## src/rtl/wb_host_pkg.sv

```systemverilog
// Shared types and constants for the single-outstanding Wishbone host master.
package wb_host_pkg;

  typedef enum logic [1:0] {
    IDLE    = 2'd0,
    ISSUE   = 2'd1,
    WAIT    = 2'd2,
    BACKOFF = 2'd3
  } t_wbm_state;

  // Completion codes; anything other than RESP_OK raises host_err_o.
  localparam logic [1:0] RESP_OK      = 2'd0;
  localparam logic [1:0] RESP_ERR     = 2'd1;
  localparam logic [1:0] RESP_TMO     = 2'd2;
  localparam logic [1:0] RESP_RTY_EXH = 2'd3;

  // Width of a counter that must hold 0..max_val; never narrower than one bit.
  function automatic int unsigned cnt_w(input int unsigned max_val);
    return (max_val < 1) ? 1 : $clog2(max_val + 1);
  endfunction

endpackage

```

## src/rtl/wb_host_timer.sv

```systemverilog
// Loadable saturating down-counter; expired is high while the count sits at zero.
module wb_host_timer #(
  parameter int unsigned W = 8
) (
  input  logic         clk,
  input  logic         rst_n,
  input  logic         clr,
  input  logic         load,
  input  logic [W-1:0] load_val,
  input  logic         en,
  output logic         expired
);

  logic [W-1:0] count;

  always_ff @(posedge clk or negedge rst_n) begin
    if (!rst_n) begin
      count <= '0;
    end else if (clr) begin
      count <= '0;
    end else if (load) begin
      count <= load_val;
    end else if (en && (count != '0)) begin
      count <= count - W'(1);
    end
  end

  assign expired = (count == '0);

endmodule

```

## src/rtl/wb_host_master.sv

```systemverilog
// Host request/ack port to one Wishbone B4 pipelined cycle per request, with retry and timeout.
module wb_host_master
  import wb_host_pkg::*;
#(
  parameter int unsigned ADDR_W    = 1,
  parameter int unsigned TIMEOUT   = 255,
  parameter int unsigned MAX_RETRY = 3
) (
  input  logic              clk_i,
  input  logic              rst_n_i,
  input  logic              host_req_i,
  input  logic              host_we_i,
  input  logic [ADDR_W-1:0] host_adr_i,
  input  logic [3:0]        host_sel_i,
  input  logic [31:0]       host_dat_i,
  output logic              host_busy_o,
  output logic              host_ack_o,
  output logic              host_err_o,
  output logic [31:0]       host_dat_o,
  output logic              wb_cyc_o,
  output logic              wb_stb_o,
  output logic [ADDR_W-1:0] wb_adr_o,
  output logic [3:0]        wb_sel_o,
  output logic              wb_we_o,
  output logic [31:0]       wb_dat_o,
  input  logic [31:0]       wb_dat_i,
  input  logic              wb_ack_i,
  input  logic              wb_err_i,
  input  logic              wb_rty_i,
  input  logic              wb_stall_i
);

  localparam int unsigned TMR_W = cnt_w(TIMEOUT);
  localparam int unsigned RTY_W = cnt_w(MAX_RETRY);

  localparam logic [1:0] ST_IDLE    = IDLE;
  localparam logic [1:0] ST_ISSUE   = ISSUE;
  localparam logic [1:0] ST_WAIT    = WAIT;
  localparam logic [1:0] ST_BACKOFF = BACKOFF;

  logic [1:0]        state, state_nxt;
  logic [RTY_W-1:0]  retry_cnt;
  logic [ADDR_W-1:0] adr_q;
  logic [3:0]        sel_q;
  logic              we_q;
  logic [31:0]       dat_q;

  logic       in_cycle, resp_window, accept;
  logic       done, retry, capture;
  logic [1:0] resp_code;
  logic       tmr_load, tmr_clr, tmr_expired;

  assign in_cycle = (state == ST_ISSUE) || (state == ST_WAIT);
  // The strobe is accepted on a non-stalled ISSUE cycle, so a response there counts as a WAIT response.
  assign resp_window = (state == ST_WAIT) || ((state == ST_ISSUE) && !wb_stall_i);
  assign accept = (state == ST_IDLE) && host_req_i;

  always_comb begin
    state_nxt = state;
    done      = 1'b0;
    retry     = 1'b0;
    capture   = 1'b0;
    resp_code = RESP_OK;
    case (state)
      ST_IDLE:    if (host_req_i) state_nxt = ST_ISSUE;
      ST_BACKOFF: state_nxt = ST_ISSUE;
      default: begin
        if (resp_window && wb_err_i) begin
          done      = 1'b1;
          resp_code = RESP_ERR;
        end else if (resp_window && wb_rty_i) begin
          if (retry_cnt < RTY_W'(MAX_RETRY)) begin
            retry = 1'b1;
          end else begin
            done      = 1'b1;
            resp_code = RESP_RTY_EXH;
          end
        end else if (resp_window && wb_ack_i) begin
          done    = 1'b1;
          capture = !we_q;
        end else if (tmr_expired) begin
          done      = 1'b1;
          resp_code = RESP_TMO;
        end else if ((state == ST_ISSUE) && !wb_stall_i) begin
          state_nxt = ST_WAIT;
        end
        if (done) begin
          state_nxt = ST_IDLE;
        end else if (retry) begin
          state_nxt = ST_BACKOFF;
        end
      end
    endcase
  end

  // Loaded so that it expires on the TIMEOUT-th cycle of ISSUE/WAIT.
  assign tmr_load = accept || (state == ST_BACKOFF);
  assign tmr_clr  = done || retry;

  wb_host_timer #(.W(TMR_W)) u_timer (
    .clk      (clk_i),
    .rst_n    (rst_n_i),
    .clr      (tmr_clr),
    .load     (tmr_load),
    .load_val (TMR_W'(TIMEOUT - 1)),
    .en       (in_cycle),
    .expired  (tmr_expired)
  );

  always_ff @(posedge clk_i or negedge rst_n_i) begin
    if (!rst_n_i) begin
      state      <= ST_IDLE;
      retry_cnt  <= '0;
      adr_q      <= '0;
      sel_q      <= '0;
      we_q       <= 1'b0;
      dat_q      <= '0;
      host_ack_o <= 1'b0;
      host_err_o <= 1'b0;
      host_dat_o <= '0;
    end else begin
      state      <= state_nxt;
      host_ack_o <= done;
      host_err_o <= done && (resp_code != RESP_OK);
      if (capture) host_dat_o <= wb_dat_i;
      if (accept) begin
        adr_q     <= host_adr_i;
        sel_q     <= host_sel_i;
        we_q      <= host_we_i;
        dat_q     <= host_dat_i;
        retry_cnt <= '0;
      end else if (retry) begin
        retry_cnt <= retry_cnt + RTY_W'(1);
      end
    end
  end

  assign host_busy_o = (state != ST_IDLE);
  assign wb_cyc_o    = in_cycle;
  assign wb_stb_o    = (state == ST_ISSUE);
  assign wb_adr_o    = adr_q;
  assign wb_sel_o    = sel_q;
  assign wb_we_o     = we_q;
  assign wb_dat_o    = dat_q;

endmodule
```

## config.mk

```make
export PLATFORM = sky130hd
export DESIGN_NAME = wb_host_master
export DESIGN_NICKNAME = d
export VERILOG_FILES = /design/src/rtl/wb_host_pkg.sv /design/src/rtl/wb_host_timer.sv /design/src/rtl/wb_host_master.sv
export SDC_FILE = /design/constraint.sdc
export NUM_CORES = 1
export LEC_CHECK = 0
export ABC_AREA = 1
export ABC_CLOCK_PERIOD_IN_PS = 5310
export BUFFER_PORTS_ARGS = -buffer_cell sky130_fd_sc_hd__buf_2
export CORE_ASPECT_RATIO = 1.1
export CORE_MARGIN = 8
export CORE_UTILIZATION = 52
export DETAILED_ROUTE_END_ITERATION = 8
export GPL_TIMING_DRIVEN = 0
export PLACE_DENSITY = 0.83
export SYNTH_ARGS = -nofsm -noshare
export SYNTH_HDL_FRONTEND = slang
export SYNTH_SLANG_ARGS = --single-unit
```

## constraint.sdc

```tcl
create_clock -name clk_i -period 5.31 [get_ports clk_i]
set_clock_uncertainty 0.05 [all_clocks]
set_input_delay 0.531 -clock clk_i [delete_from_list [all_inputs] [get_ports clk_i]]
set_output_delay 0.531 -clock clk_i [all_outputs]
set_load 0.02 [all_outputs]
```

==> results of run 1 <==
==> power by group through the flow <==
| stage | registers, mW | logic (mW) | clock network, mW |
|---|---|---|---|
| 2_1_floorplan | 1.42 | 0.824 | 0 |
| 3_3_place_gp | 1.10 | 1.60 | 0 |
| 3_5_place_dp | 1.12 | 1.66 | 0 |
| 4_1_cts | 1.12 | 1.66 | 0.420 |
| 5_1_grt | 1.15 | 1.81 | 0.447 |
| 6_report | 1.12 | 1.64 | 0.413 |
==> routing by layer <==
| metal | up-vias | global-route usage |
|---|---|---|
| met3 | 16 | 0.0771 |
| met2 | 129 | 0.315 |
| met1 | 1456 | 0.216 |
| li1 | 1511 | - |
| met4 | 0 | 0.0704 |
| met5 | - | 0 |
==> worst max-delay path, delay by kind of cell, from the launching register on <==
kind                       cells  cell delay, ns
muxes                          1            0.31
and+or+nand+nor                3            0.45
adders and majority gates      1            0.41
buffers and inverters          3            0.34
DFF                            1            0.42
==> sequential cells by signal, indices dropped and copies added, names as in the netlist <==
signal	flops
u_timer.count	8
wb_sel_o	4
host_ack_o	1
host_err_o	1
host_dat_o	32
retry_cnt	2
wb_adr_o	1
wb_we_o	1
state	2
wb_dat_o	32
==> final cells by class <==
type	instances	share of cell area
clock inverters	6	0.00981
flip-flops and latches	84	0.434
plain buffers	14	0.0219
well taps	85	0.0219
inverters	19	0.0147
multi-input cells	252	0.309
clock buffers	10	0.0263
repair buffers	152	0.162
==> Yosys cell counts (2+ instances only) <==
library cell,instances
sky130_fd_sc_hd__nand2_1,149
sky130_fd_sc_hd__dfrtp_1,84
sky130_fd_sc_hd__mux2_4,30
sky130_fd_sc_hd__inv_1,15
sky130_fd_sc_hd__nand3_1,12
sky130_fd_sc_hd__nor2_1,12
sky130_fd_sc_hd__clkbuf_1,9
sky130_fd_sc_hd__nand4_1,9
sky130_fd_sc_hd__ha_1,7
sky130_fd_sc_hd__a21oi_1,5
sky130_fd_sc_hd__o21ai_1,5
sky130_fd_sc_hd__inv_2,4
sky130_fd_sc_hd__o21ai_0,4
sky130_fd_sc_hd__buf_12,3
sky130_fd_sc_hd__o2111ai_1,3
sky130_fd_sc_hd__xor2_1,3
sky130_fd_sc_hd__nand2_2,2
sky130_fd_sc_hd__nor2_2,2
sky130_fd_sc_hd__or2_2,2
==> placed cells by master (no fill, tap or decap), types with 2 or more instances in the layout <==
cell	instances
sky130_fd_sc_hd__clkbuf_1	10
sky130_fd_sc_hd__nand2_1	149
sky130_fd_sc_hd__o21ai_1	5
sky130_fd_sc_hd__o21ai_0	4
sky130_fd_sc_hd__inv_2	4
sky130_fd_sc_hd__xor2_1	3
sky130_fd_sc_hd__nand4_1	9
sky130_fd_sc_hd__or2_2	2
sky130_fd_sc_hd__buf_4	2
sky130_fd_sc_hd__o2111ai_1	3
sky130_fd_sc_hd__dfrtp_1	84
sky130_fd_sc_hd__clkbuf_8	9
sky130_fd_sc_hd__buf_2	151
sky130_fd_sc_hd__a21oi_1	5
sky130_fd_sc_hd__mux2_4	30
sky130_fd_sc_hd__inv_1	15
sky130_fd_sc_hd__nand2_2	2
sky130_fd_sc_hd__nor2_1	12
sky130_fd_sc_hd__clkinvlp_4	3
sky130_fd_sc_hd__nor2_2	2
sky130_fd_sc_hd__nand3_1	12
sky130_fd_sc_hd__buf_12	3
sky130_fd_sc_hd__ha_1	7
==> worst max-delay path by stage <==
| stage | startpoint | to | slack [ns] | depth (start not counted) |
|---|---|---|---|---|
| after floorplan | state[1] | host_dat_o[10] | 3.28 | 9 |
| after global placement | rst_n_i | host_dat_o[23] | 3.05 | 1 |
| after detailed placement | state[1] | host_dat_o[11] | 3.22 | 8 |
| after CTS | state[1] | host_dat_o[2] | 3.21 | 8 |
| after global routing | state[0] | u_timer.count[7] | 2.99 | 9 |
| final | state[1] | host_dat_o[2] | 3.21 | 8 |
==> logic make-up after synthesis <==
| logic type | after synthesis | share of synthesized area |
|---|---|---|
| xor+xnor | 3 | 0.00695 |
| mux | 32 | 0.125 |
| fa+ha+maj | 7 | 0.0232 |
| simple gates | 191 | 0.211 |
| buf+inv | 33 | 0.0470 |
| flops | 84 | 0.556 |
| compound gates | 19 | 0.0301 |
==> metrics by stage <==
stage,std cells,instance area (um^2),setup WS (ns),util
after floorplan,369,3780,3.28,-
after global placement,605,4640,3.05,0.659
after detailed placement,606,4670,3.22,0.663
after CTS,622,4850,3.21,0.688
after global routing,622,4850,2.99,0.688
final,622,4850,3.21,0.688
==> flow_results.org, run 1 <==
** Run status
- Outcome :: finished, final reports clean

** Global routing
- Summed over all layers, the global routing overflow is 0.
- The first global-routing pass estimated between 15000 and 20000 um of wire.
- Initial antenna violation count :: 0
- Number of global-route vias before repair :: roughly 3400
- Across every metal layer, demand over resource in global routing totals 0.190.
- Entering global routing, the biggest net connects 48 pins.

** Yosys
- Register bit count reported by yosys :: 84
- Summed instance area of the synthesized netlist :: around 0.0038 mm^2
- In the synthesized netlist the async set-or-reset flop fraction comes to 1.00.
- Average cell area after synthesis :: roughly 10 um^2
- Number of synthesis warnings :: 0
- Yosys mapped a number of flops with a built-in enable equal to 0.
- Cell count after synthesis :: between 300 and 400
- Leading register cell type out of synthesis :: sky130_fd_sc_hd__dfrtp_1
- The number of nets handed over by synthesis was 453.
- Sorting the synthesized cells by area gives the leading types as sky130_fd_sc_hd__dfrtp_1, sky130_fd_sc_hd__nand2_1, sky130_fd_sc_hd__mux2_4, sky130_fd_sc_hd__ha_1, sky130_fd_sc_hd__buf_12.
- Unique cell type count in the Yosys netlist :: 28
- The share of the Yosys chip area taken by registers is 0.556.
- Summed over all instances, the cell type with the most area after synthesis is sky130_fd_sc_hd__dfrtp_1.
- The share of synthesized area in the top cell type comes to 0.556.

** Layout
- # fillers :: about 550
- Share of post-route cells with drive strength above 1 :: 0.404
- Antenna diode count :: 0
- Registers take 0.00210 mm^2.
- At the end of the flow, the number of nets in the layout was a little over 600.
- Combined area of the multi-input logic cells :: ~0.0015 mm^2
- Relative area change from synthesis to final layout :: 28.2%

** Timing
- Counting I/O delays and the setup requirement, the final critical path takes approximately 2.1 ns.
- Final Hold Viols :: 0
- For the pin with the worst max-slew slack, the measured transition is 0.505 ns.
- The number of pins with negative max-slew slack in the final report is 0.
- RSZ-0062 raised after global routing :: no
- Relative slew slack :: 0.664
- Setup violations remaining at the end of the flow were counted as 0.
- Worst Hold Slack :: a little over 0.09 ns
- Max Clock Freq :: approximately 0.48 GHz
- Total negative slack :: 0 ns
- Final worst-path cycle share :: 0.395

** Worst setup path
- Cells on worst reg2reg path :: 8
- Traced cell by cell, the critical path runs through inv_1, ha_1, inv_2, nor2_1, nand2_1, nor2_8, buf_12, mux2_4.
- Data on the critical path is required at its endpoint by 5.49 ns.
- Critical Path AT :: ~2.3 ns
- Along the worst path, the maximum fanout reaches 10.
- STA classifies the critical path startpoint as a flop.
- Maximum cell stage delay along the critical path :: 0.42 ns
- The endpoint identified for the worst register-to-register timing path is host_dat_o[2].
- R2R setup slack :: ~3.2 ns
- The critical path in this run is classified as reg -> reg.
- The startpoint identified for the worst register-to-register timing path is state[1].
- The largest individual stage delay along the critical path comes from the cell sky130_fd_sc_hd__dfrtp_1.
- Critical path endpoint category :: flop

** Clock tree
- After clock tree synthesis, the setup repair step added 0 buffers.
- The number of gates resized after CTS was 0.
- Hold Buf Count CTS :: 0
- No sink is reached through more buffers than the 2 on the longest clock path.
- After clock tree synthesis, the clock-pin slew on the worst setup and hold paths is ~0.090 ns.
- In this run, CTS created clock tree buffers numbering 9.
- The root buffer cell chosen for the clock tree is sky130_fd_sc_hd__clkbuf_8.
- H-tree Lvls :: 3
- TritonCTS clock tree :: built
- Clock tree synthesis found a total of 84 sinks.
- Worst skew pair latency :: between 0.3 and 0.4 ns

** Detailed routing
- Post-detailed-route wirelength per cell :: around 16 um
- The routed design has 9710 um of wire.
- For this block, the via count after detailed routing is 3112.
- Detailed routing placed a total of around 920 um of wire on met3.
- Number of DRC markers in iteration 0 :: 159
- For this run, design rule violations remaining after detail routing come to 0.
- The highest layer touched by signal routing is met4.
- The first detailed-routing pass took 6 iterations.
- Detail Route Antenna Nets :: 0
- Length of routed wiring on met1 :: 4000 um
- Routed via count divided by cell count :: about 5.0
- In the detailed route, the total length drawn on met2 is 4660 um.

** Die
- Std cell rows :: 32
- In this run the vertical extent of the chip is ~110 um.
- Starting utilization of the core area :: 0.536
- 152 I/O pins were placed.
- Area of the placeable core :: just over 0.007 mm^2
- Die Area :: 0.0103 mm^2
- Die X-Extent :: slightly below 100 um

** Worst hold path
- The path class of the tightest hold or removal check is in -> async.

** Pwr
- Switching power :: about 1.4 mW
- Of the total power, the clock network draws 0.130.
- Summed over all cells, the static leakage comes to 2.73 nW.
- Total power divided by cell area :: between 600 and 700 mW/mm^2
- Share of total power consumed by net switching :: 0.448
- Combinational cell fraction of total power :: 0.517
- Cell-internal power :: approximately 1.8 mW
- Maximum vdd drop :: about 0.35 mV
- Total Power Consumption :: approximately 3.2 mW
- Of the total power, registers draw 0.352.

** Job
- Total of max-cap violations :: 0

** Place
- Buffers on Ports :: roughly 150
- Routability-driven placement finished with a final weighted congestion of around 0.8.
- After legalization and detailed placement, the total HPWL measured around 7500 um.
Power figures use the tool's default switching activity.
==> inputs of run 2 (changes only) <==
--- a/config.mk
+++ b/config.mk
@@ -6,14 +6,14 @@
 export NUM_CORES = 1
 export LEC_CHECK = 0
 export ABC_AREA = 1
-export ABC_CLOCK_PERIOD_IN_PS = 5310
+export ABC_CLOCK_PERIOD_IN_PS = 2100
 export BUFFER_PORTS_ARGS = -buffer_cell sky130_fd_sc_hd__buf_2
 export CORE_ASPECT_RATIO = 1.1
 export CORE_MARGIN = 8
-export CORE_UTILIZATION = 52
+export CORE_UTILIZATION = 48
 export DETAILED_ROUTE_END_ITERATION = 8
 export GPL_TIMING_DRIVEN = 0
-export PLACE_DENSITY = 0.83
+export PLACE_DENSITY = 0.77
 export SYNTH_ARGS = -nofsm -noshare
 export SYNTH_HDL_FRONTEND = slang
 export SYNTH_SLANG_ARGS = --single-unit
==> constraint.sdc (replaced) <==
create_clock -name clk_i -period 2.1 [get_ports clk_i]
set_clock_uncertainty 0.05 [all_clocks]
set_input_delay 0.21 -clock clk_i [delete_from_list [all_inputs] [get_ports clk_i]]
set_output_delay 0.21 -clock clk_i [all_outputs]
set_load 0.02 [all_outputs]
==> run 2 against run 1 <==
- global-route usage up 0.093 points
- critical endpoint is now host_dat_o[4]
- sequential power rose to 2.5 times the previous value
- core utilization is 1.5 points higher
- clock power rose to 3.2 times the previous value
- worst hold slack lost 0.088 ns
- wire length is 9.9% higher
- clock-buffer cell count is 1 lower
- via count up 7.2%
- flip-flop and latch count is the same
- non-clock buffer count up 46
==> flow_results.org, run 2 (same netlist as run 1, synthesis figures left out) <==
** Run status
- Outcome :: finished, final reports clean

** Die
- Starting utilization of the core area :: 0.485
- Die Span Y :: about 110 um
- ~150 I/O pins were placed.
- The initialized floorplan defines 34 standard-cell rows.
- Die X-Extent :: slightly above 100 um
- The die covers between 0.01 and 0.015 mm^2.
- In this run the standard cell core region covers between 0.007 and 0.008 mm^2.

** Pwr
- Of the total power, the share spent switching nets is 0.435.
- Combinational cell fraction of total power :: 0.515
- Across the VDD grid, the largest voltage drop is a little under 1 mV.
- LEAKAGE :: between 2 and 3 nW
- The share of total power dissipated in sequential elements is 0.331.
- Total power divided by cell area :: about 1600 mW/mm^2
- Clock group share of total power :: 0.155
- Cell internal power was estimated by the tool at slightly below 5 mW.
- Summed over all nets, the switching power comes to around 3.7 mW.

** Timing
- Final setup violation count :: 0
- Number of max-slew violations in the final report :: 0
- Relative slew slack :: 0.673
- Final worst-path cycle share :: 0.977
- The clock period could shrink to between 2 and 2.5 ns.
- Timing would allow up to between 0.4 and 0.5 GHz.
- Worst Hold Slack :: between 0.002 and 0.0025 ns
- The number of hold violations in the final report is 0.
- Slew at the pin closest to its max-slew limit :: 0.490 ns

** Worst setup path
- Data arrives at the worst endpoint at about 2.3 ns.
- List of cells traversed by the critical path :: inv_2, ha_4, nand2_4, nand2_4, nand2_2, or2_4, nor2_8, buf_12, clkbuf_16, mux2_4
- The worst setup path is launched from a flop.
- The worst register-to-register path begins at state[1].
- The setup check on the worst reg-to-reg path leaves a slack of 0.05 ns.
- Capture point of the worst reg-to-reg path :: host_dat_o[4]
- Master of the slowest instance on the critical path :: sky130_fd_sc_hd__dfrtp_1
- Critical path endpoint category :: flop
- Worst Path Class, Setup :: reg -> reg
- Cell mode on critical path :: sky130_fd_sc_hd__nand2_4
- The number of cells on the worst reg-to-reg path is 10.
- Maximum cell stage delay along the critical path :: approximately 0.42 ns
- Endpoint required time on the critical path :: approximately 2.3 ns
- Crit Path Max Fanout :: 6

** Worst hold path
- The startpoint identified for the worst hold timing path is host_sel_i[2].
- In this run the worst hold path is classified as in -> reg.
- Endpoint of the worst hold path :: wb_sel_o[2]
- Along the worst hold path, the cell count comes to 3.

** Detailed routing
- The final layout contains routed wiring with a total length of approximately 11000 um.
- Summing over every cut layer, the via total after detailed routing is roughly 3300.
- Routed via count divided by cell count :: about 4.8
- Number of DRC markers in iteration 0 :: about 130
- The pre-antenna-repair detailed-routing pass consisted of 4 iterations.
- Post-detailed-route wirelength per cell :: around 15 um
- The detail route stage leaves a number of antenna-violating nets equal to 0.
- Residual DRC count :: 0

** Global routing
- Initial antenna violation count :: 0
- Global Route Usage Sum :: 0.191
- Wire length of the first global-routing pass :: between 15000 and 20000 um
- Global routing finished with a remaining overflow of 0.
- Number of global-route vias before repair :: 3645
- Entering global routing, the biggest net connects 72 pins.

** Clock tree
- No sink is reached through more buffers than the 2 on the longest clock path.
- At the later pin of the worst-skew pair, clock insertion delay measures 0.36 ns.
- H-tree Lvls :: 3
- Root Driver :: sky130_fd_sc_hd__clkbuf_8
- CTS sink count :: 84
- In this run, CTS created clock tree buffers numbering 9.
- Clock-pin slew was measured on the worst setup and hold paths at about 0.1 ns.
- TritonCTS built the clock tree.

** Layout
- Area of all placed cells without fillers :: approximately 0.0055 mm^2
- Most common library cell in the layout ignoring fill and taps :: sky130_fd_sc_hd__buf_2
- # fillers :: a little under 600
- Final Instance Count excl. Fillers :: a little under 700
- Number of nets in the finished design :: 662
- In the final layout, the share of cells above drive strength 1 is 0.407.
- Highest-count cells in the layout ignoring fill and taps :: sky130_fd_sc_hd__buf_2, sky130_fd_sc_hd__nand2_1, sky130_fd_sc_hd__dfrtp_1, sky130_fd_sc_hd__dlygate4sd3_1, sky130_fd_sc_hd__mux2_4
- Antenna diode count :: 0
- Relative area change from synthesis to final layout :: 44.9%

** Place
- Sum of net half-perimeters after detailed placement :: 7210 um
- Final weighted congestion of routability-driven global placement :: 0.805
- During placement, the flow inserted port buffers numbering 151.
- Number of cells in the design after placement :: approximately 630
- Cell area after placement :: around 0.0047 mm^2

** Job
- Total of max-cap violations :: 0
run 2: metal layers:
layer / vias to the layer above / routed length (um) / GRT usage
met4: 0 / 231 / 0.0778
met1: 1593 / 4160 / 0.207
met2: 128 / 5270 / 0.321
met3: 20 / 1010 / 0.0837
li1: 1596 / - / -
met5: - / 0 / 0
run 2: power groups by stage:
stage          Combinational [mW]  Sequential (mW)  Clock [mW]
2_1_floorplan                2.08             3.59           0
3_3_place_gp                 4.07             2.80           0
3_5_place_dp                 4.18             2.83           0
4_1_cts                      4.24             2.82        1.36
5_1_grt                      4.86             2.93        1.42
6_report                     4.43             2.85        1.33
run 2: timing repair:
action                     CTS  global route
gates resized for setup      0            14
setup buffers                0             8
setup endpoints to repair    0            38
hold endpoints to repair   117             1
hold buffers                34             1
run 2: worst max-delay path by stage:
stage / from / endpoint / slack [ns] / depth (start not counted)
after floorplan: state[1] / host_dat_o[10] / 0.07 / 9
after global placement: state[0] / host_dat_o[23] / 0.07 / 8
after detailed placement: state[0] / host_dat_o[7] / 0.05 / 8
after CTS: state[0] / host_dat_o[7] / 0.02 / 8
after global routing: state[1] / host_dat_o[3] / -0.005 / 10
final: state[1] / host_dat_o[4] / 0.05 / 10
run 2: layout make-up:
type / instances / area [um^2] / area share
plain buffers: 14 / 108 / 0.0197
clock inverters: 7 / 103 / 0.0187
inverters: 19 / 73.8 / 0.0135
well taps: 108 / 135 / 0.0247
multi-input cells: 252 / 1540 / 0.282
clock buffers: 9 / 124 / 0.0226
flip-flops and latches: 84 / 2100 / 0.384
repair buffers: 198 / 1280 / 0.235
run 2: critical path: cells and delay by family (launching register included):
family / cells / cell delay (ns)
simple gates: 5 / 0.61
flops: 1 / 0.42
buf+inv: 3 / 0.41
mux: 1 / 0.30
fa+ha+maj: 1 / 0.16
run 2: stage by stage:
step	worst slack (ns)	util	power (mW)	setup TNS, ns
6_report	0.0488	0.703	8.62	0
5_1_grt	-0.00474	0.703	9.21	-0.00511
4_1_cts	0.0195	0.676	8.42	0
3_5_place_dp	0.0490	0.604	7.01	0
3_3_place_gp	0.0684	0.600	6.87	0
2_1_floorplan	0.0712	-	5.68	0
